<file path="src/rtl/conv_seq_ctrl_if.sv">
// Bus bundle for conv_seq_ctrl: start/size handshake, X/Y memory read ports
// and the Z memory write port. The master side is the environment, the slave
// side is the sequencer.
interface conv_seq_ctrl_if #(
    parameter int DATA_W = 8
);
    logic              start_i;
    logic [4:0]        size_y_i;
    logic              busy_o;
    logic              done_o;
    logic [4:0]        memx_addr_o;
    logic [4:0]        memy_addr_o;
    logic [DATA_W-1:0] x_data_i;
    logic [DATA_W-1:0] y_data_i;
    logic              memz_we_o;
    logic [5:0]        memz_addr_o;
    logic [15:0]       memz_data_o;

    modport master (
        output start_i, size_y_i, x_data_i, y_data_i,
        input  busy_o, done_o, memx_addr_o, memy_addr_o,
        input  memz_we_o, memz_addr_o, memz_data_o
    );

    modport slave (
        input  start_i, size_y_i, x_data_i, y_data_i,
        output busy_o, done_o, memx_addr_o, memy_addr_o,
        output memz_we_o, memz_addr_o, memz_data_o
    );
endinterface

</file>
<file path="src/rtl/conv_seq_ctrl.sv">
// Sequential convolution controller: z[i] = sum_j y[j] * x[i-j], one
// multiply-accumulate per FETCH/MAC pair, one Z write per output sample.
// Optional feature macro: CONV_SEQ_SAT_EN (accumulator saturates at 16'hFFFF
// instead of wrapping).
module conv_seq_ctrl #(
    parameter int DATA_W = 8,
    parameter int SIZE_X = 10
) (
    input logic           clk,
    input logic           rst_a,
    conv_seq_ctrl_if.slave bus
);
    localparam int ProdW = 2 * DATA_W;
    localparam int SumW  = ((ProdW > 16) ? ProdW : 16) + 1;

    typedef enum logic [2:0] {
        StIdle, StLoad, StClr, StFetch, StMac, StWrite, StDone
    } state_t;

    state_t      state_q, state_d;
    logic [5:0]  i_q, i_d;
    logic [4:0]  j_q, j_d;
    logic [4:0]  sy_q, sy_d;
    logic [15:0] acc_q, acc_d;

    logic [7:0]       diff;
    logic             in_range;
    logic [6:0]       last_i;
    logic [ProdW-1:0] prod;
    logic [SumW-1:0]  sum;
    logic [15:0]      acc_mac;

    // Datapath: x index, masking, product and next accumulator value
    always_comb begin
        // i <= 39 and j <= 30, so bit 7 is a reliable sign of i-j
        diff     = {2'b00, i_q} - {3'b000, j_q};
        in_range = !diff[7] && (diff < 8'(SIZE_X));
        prod     = in_range ? (bus.y_data_i * bus.x_data_i) : '0;
        sum      = SumW'(acc_q) + SumW'(prod);
`ifdef CONV_SEQ_SAT_EN
        acc_mac  = (sum > SumW'(17'h0FFFF)) ? 16'hFFFF : sum[15:0];
`else
        acc_mac  = sum[15:0];
`endif
        last_i   = 7'(SIZE_X) + 7'(sy_q) - 7'd2;
    end

    // State and counter registers
    always_ff @(posedge clk or posedge rst_a) begin
        if (rst_a) begin
            state_q <= StIdle;
            i_q     <= '0;
            j_q     <= '0;
            sy_q    <= '0;
            acc_q   <= '0;
        end else begin
            state_q <= state_d;
            i_q     <= i_d;
            j_q     <= j_d;
            sy_q    <= sy_d;
            acc_q   <= acc_d;
        end
    end

    // Next-state, counter updates and Moore outputs
    always_comb begin
        state_d         = state_q;
        i_d             = i_q;
        j_d             = j_q;
        sy_d            = sy_q;
        acc_d           = acc_q;
        bus.busy_o      = (state_q != StIdle);
        bus.done_o      = 1'b0;
        bus.memx_addr_o = '0;
        bus.memy_addr_o = '0;
        bus.memz_we_o   = 1'b0;
        bus.memz_addr_o = '0;
        bus.memz_data_o = '0;
        unique case (state_q)
            StIdle: begin
                if (bus.start_i) begin
                    // Size is captured on the accepting edge so later input
                    // changes cannot leak into the run.
                    sy_d    = bus.size_y_i;
                    state_d = (bus.size_y_i != 5'd0) ? StLoad : StDone;
                end
            end
            StLoad: begin
                i_d     = '0;
                state_d = StClr;
            end
            StClr: begin
                acc_d   = '0;
                j_d     = '0;
                state_d = StFetch;
            end
            StFetch: begin
                bus.memy_addr_o = j_q;
                bus.memx_addr_o = in_range ? diff[4:0] : 5'd0;
                state_d         = StMac;
            end
            StMac: begin
                acc_d = acc_mac;
                if (j_q == sy_q - 5'd1) begin
                    state_d = StWrite;
                end else begin
                    j_d     = j_q + 5'd1;
                    state_d = StFetch;
                end
            end
            StWrite: begin
                bus.memz_we_o   = 1'b1;
                bus.memz_addr_o = i_q;
                bus.memz_data_o = acc_q;
                if ({1'b0, i_q} == last_i) begin
                    state_d = StDone;
                end else begin
                    i_d     = i_q + 6'd1;
                    state_d = StClr;
                end
            end
            StDone: begin
                bus.done_o = 1'b1;
                state_d    = StIdle;
            end
            default: state_d = StIdle;
        endcase
    end
endmodule

</file>
<file path="src/flat_wrapper.sv">
// flat-port wrapper written by rule: the top's interface ports become plain ports
module conv_seq_ctrl_flat 
#(
    parameter int DATA_W = 8,
    parameter int SIZE_X = 10
)
  (clk, rst_a, bus_start_i, bus_size_y_i, bus_x_data_i, bus_y_data_i, bus_busy_o, bus_done_o, bus_memx_addr_o, bus_memy_addr_o, bus_memz_we_o, bus_memz_addr_o, bus_memz_data_o);
  conv_seq_ctrl_if #(.DATA_W(DATA_W)) bus_i ();
  input logic clk;
  input logic rst_a;
  input wire logic [$bits(bus_i.start_i)-1:0] bus_start_i;
  input wire logic [$bits(bus_i.size_y_i)-1:0] bus_size_y_i;
  input wire logic [$bits(bus_i.x_data_i)-1:0] bus_x_data_i;
  input wire logic [$bits(bus_i.y_data_i)-1:0] bus_y_data_i;
  output wire logic [$bits(bus_i.busy_o)-1:0] bus_busy_o;
  output wire logic [$bits(bus_i.done_o)-1:0] bus_done_o;
  output wire logic [$bits(bus_i.memx_addr_o)-1:0] bus_memx_addr_o;
  output wire logic [$bits(bus_i.memy_addr_o)-1:0] bus_memy_addr_o;
  output wire logic [$bits(bus_i.memz_we_o)-1:0] bus_memz_we_o;
  output wire logic [$bits(bus_i.memz_addr_o)-1:0] bus_memz_addr_o;
  output wire logic [$bits(bus_i.memz_data_o)-1:0] bus_memz_data_o;
  assign bus_i.start_i = bus_start_i;
  assign bus_i.size_y_i = bus_size_y_i;
  assign bus_i.x_data_i = bus_x_data_i;
  assign bus_i.y_data_i = bus_y_data_i;
  assign bus_busy_o = bus_i.busy_o;
  assign bus_done_o = bus_i.done_o;
  assign bus_memx_addr_o = bus_i.memx_addr_o;
  assign bus_memy_addr_o = bus_i.memy_addr_o;
  assign bus_memz_we_o = bus_i.memz_we_o;
  assign bus_memz_addr_o = bus_i.memz_addr_o;
  assign bus_memz_data_o = bus_i.memz_data_o;
  conv_seq_ctrl #(.DATA_W(DATA_W), .SIZE_X(SIZE_X)) u_core (.clk(clk), .rst_a(rst_a), .bus(bus_i));
endmodule
</file>
<file path="config.mk">
export PLATFORM = sky130hd
export DESIGN_NAME = conv_seq_ctrl_flat
export DESIGN_NICKNAME = d
export VERILOG_FILES = /design/src/rtl/conv_seq_ctrl_if.sv /design/src/rtl/conv_seq_ctrl.sv /design/src/flat_wrapper.sv
export SDC_FILE = /design/constraint.sdc
export NUM_CORES = 1
export LEC_CHECK = 0
export BUFFER_PORTS_ARGS = -buffer_cell sky130_fd_sc_hd__buf_2
export CAP_MARGIN = 10
export CORE_MARGIN = 2
export CORE_UTILIZATION = 55
export CTS_CLUSTER_DIAMETER = 120
export DETAILED_ROUTE_END_ITERATION = 10
export PLACE_DENSITY_LB_ADDON = 0.25
export SLEW_MARGIN = 20
export SYNTH_ARGS = -nofsm -noshare
export SYNTH_HDL_FRONTEND = slang
export SYNTH_SLANG_ARGS = --single-unit
</file>
<file path="constraint.sdc">
create_clock -name clk -period 4.4 [get_ports clk]
set_clock_uncertainty 0.15 [all_clocks]
set_input_delay 0.22 -clock clk [delete_from_list [all_inputs] [get_ports clk]]
set_output_delay 0.22 -clock clk [all_outputs]
set_load 0.005 [all_outputs]
</file>
==> summary.txt <==
Worst setup path
  • Setup crit start: bus_x_data_i[5]
  • CP arrival: 5.03 ns
  • CP Class: input pin to register
  • Crit path top cell by count: fa_1
  • Slowest cell on crit path: fa_1
  • Worst R2R Start: u_core.i_q[0]
  • WP data required: 4.47 ns
  • Crit end category: register
  • Worst reg2reg path depth: 19
  • Largest stage delay, worst path: 0.54 ns
  • Worst Setup Start Kind: input pin
  • Critical path peak fanout: 4
  • Cell breakdown of the critical path: buf_8, buf_6, buf_4, buf_4, and2_1, fa_1, fa_1, fa_1, ha_1, ha_4, nand2_1, nor3_2, nand2_1, and4b_1, xor2_1, nor2_1, ha_1, a21oi_2, inv_1, a221oi_2, xor2_1, a21oi_1, o22ai_1

Synth
  • Synth Register Bits: 35
  • Multiplexer area fraction after synthesis: 1.35%
  • Gate Count Post-Synth: 597
  • Primary FF master, synth: dfrtp_1
  • Post-Synth Adder-Cell Area: 30.1%
  • Ys async rst share: 100%
  • Syn_area_per_cell: 8.55 µm²
  • Unique cell type count in the Yosys netlist: 62
  • Mapped Nets: 721
  • Seq/Total Area, Yosys: 17.2%
  • Post-Synth XOR/XNOR Area: 7.20%
  • Main combinational cell family by area after synthesis: adder cells
  • Syn Std Cell Area: 5110 µm²
  • Synth Area in Compound Gates: 13.7%
  • Yosys warnings: 0
  • EDFF count, synth: 0
  • Simple-gate area share of the yosys netlist: 23.5%

STA
  • Max transition margin: 46.8%
  • Minimum clock period: 4.96 ns
  • Max Slew Vio Count: 0
  • Least-Margin Pin Slew: 0.798 ns
  • Fmax: 0.201 GHz
  • Count of final setup violators: 8
  • RSZ-0062 raised after global routing: yes
  • WHS: 0.0121 ns
  • Period utilization: 113%
  • Worst Slack Setup Final: -0.565 ns
  • Final Hold Fails: 0

Detailed routing
  • Drt first-iter violations: 212
  • Vias: 4780
  • DR pass1 iterations: 6
  • Vias per cell: 5.62
  • Number of remaining DRC errors: 0
  • Wire per inst: 15.8 µm
  • Drt total wl: 13500 µm
  • Antenna viol nets, final: 0

Die
  • Cell row count: 35
  • Full die area: 10100 µm²
  • Initial core utilization: 56.1%
  • I/O pin count: 59
  • Die W: 100 µm
  • Core box area: 9110 µm²
  • Vert. Die Dim: 100 µm

Clock tree
  • Worst skew pair latency: 0.29 ns
  • Clock Path Buffers: 2
  • Clock-pin slew on the worst setup and hold paths: 0.08 ns
  • H-tree depth: 2
  • CTS Root Cell: clkbuf_8
  • CTS Buf Count: 5
  • TritonCTS clock tree: yes
  • Sink Count: 35

Global route
  • Initial antenna violation count: 0
  • Vias in the first global route: 4862
  • First-pass GRT wire length: 22200 µm
  • GRT overflow: 0
  • Largest net degree at the start of global routing: 36
  • Total track usage: 27.3%

Layout
  • Layout Utilization: 74.8%
  • Syn-to-layout area delta: 33.4%
  • Commonest non-fill, non-tap cell in the layout: buf_4
  • Layout net count: 863
  • Most frequent cells in the layout: buf_4 (85), inv_1 (63), ha_1 (50)
  • Antenna cell count: 0
  • Design Area, Final: 6810 µm²
  • Layout cell share with drive strength beyond 1: 35.0%

Outcome
  • Status: finished with violations
  • Failing checks: setup timing

Placement
  • Setup slack at placement: -0.913 ns
  • Hpwl dp: 10200 µm
  • PortBufs: 57
  • Placed Area: 6190 µm²
  • Final Wtd Congestion: 0.885

Hold path
  • Min-Delay Path Class: input pin to register
  • Worst hold start: bus_size_y_i[2]
  • Hold Path Depth: 3

Run
  • Max_cap viols: 0

Power and ir drop
  • Peak supply drop: 0.633 mV
  • Power Total: 5.24 mW
  • Pwr Density: 769 nW/µm²
  • Leakage: 3.51 nW
-- worst paths after layout --
kind,to,slack [ns]
max,u_core.acc_q[15],-0.56
min,u_core.sy_q[2],0.01
min reg2reg,u_core.acc_q[5],0.38
max in group asynchronous,u_core.acc_q[4],3.33
max reg2reg,u_core.acc_q[14],0.05
min in group asynchronous,u_core.acc_q[11],0.43
-- power by group --
group | switching [mW] | total [mW] | internal, mW
registers | 0.170 | 0.592 | 0.422
clock network | 0.126 | 0.237 | 0.111
logic | 2.18 | 4.41 | 2.22
-- kinds of logic (layout without fill, tap and decap cells) --
logic type / Yosys count / in the layout
DFF: 35 / 35
muxes: 6 / 6
buffers and inverters: 92 / 235
adders and majority gates: 100 / 100
xor gates and xnor gates: 42 / 42
and+or+nand+nor: 226 / 226
other: 1 / 1
AOI/OAI and AO/OA: 95 / 95
-- registers in the layout, indices dropped and copies added, names as in the netlist --
signal,count
u_core.j_q,5
u_core.i_q,6
u_core.sy_q,5
u_core.state_q,3
u_core.acc_q,16
-- cells in the mapped netlist, types with 6 or more instances --
library cell	n	share of area, %
a22o_1	13	2.2
nor2b_1	6	0.74
nand2_1	42	3.1
a21oi_1	18	1.8
o21ai_0	18	1.8
inv_1	74	5.4
fa_1	38	15
and3_1	24	2.9
xor2_1	19	3.3
a21o_1	6	0.88
clkbuf_1	11	0.81
nor3_1	16	1.6
nor2_1	44	3.2
dfrtp_1	35	17
nand3_1	6	0.59
ha_1	62	15
xnor2_1	23	3.9
and2_1	60	7.4
-- per-layer routing --
| metal | GRT usage, % | routed length [µm] | vias to the layer above |
|---|---|---|---|
| met1 | 33.8 | 5530 | 2335 |
| met5 | 0 | 0 | - |
| met4 | 9.17 | 364 | 0 |
| met2 | 48.1 | 7120 | 126 |
| li1 | - | - | 2281 |
| met3 | 4.60 | 465 | 38 |
-- stage by stage --
step	instances	setup TNS (ns)
after floorplan	597	-1.38
after global placement	827	-4.43
after detailed placement	827	-5.61
after CTS	845	-2.32
after global routing	851	-3.94
final	851	-3.02
-- final cells by class --
cell class	instances	area, µm²
Clock buffer	6	72.6
Inverter	76	290
Timing Repair Buffer	151	1120
Sequential cell	35	876
Multi-Input combinational cell	470	4300
Tap cell	111	139
Clock inverter	2	12.5
Fill cell	639	2300
-- worst max-delay path: cells and delay by family --
kind / cells / cell delay (ns)
fa+ha+maj: 6 / 2.52
buf+inv: 5 / 0.53
compound gates: 4 / 0.65
simple gates: 6 / 0.73
xor+xnor: 2 / 0.38
-- repair_timing --
action	4_1_cts	5_1_grt
endpoints found under the setup margin	8	10
pin swaps	34	35
setup buffers	9	10
hold endpoints to repair	36	0
gates resized for setup	66	38
hold buffers	2	0
(Power assumes the default switching activity.)
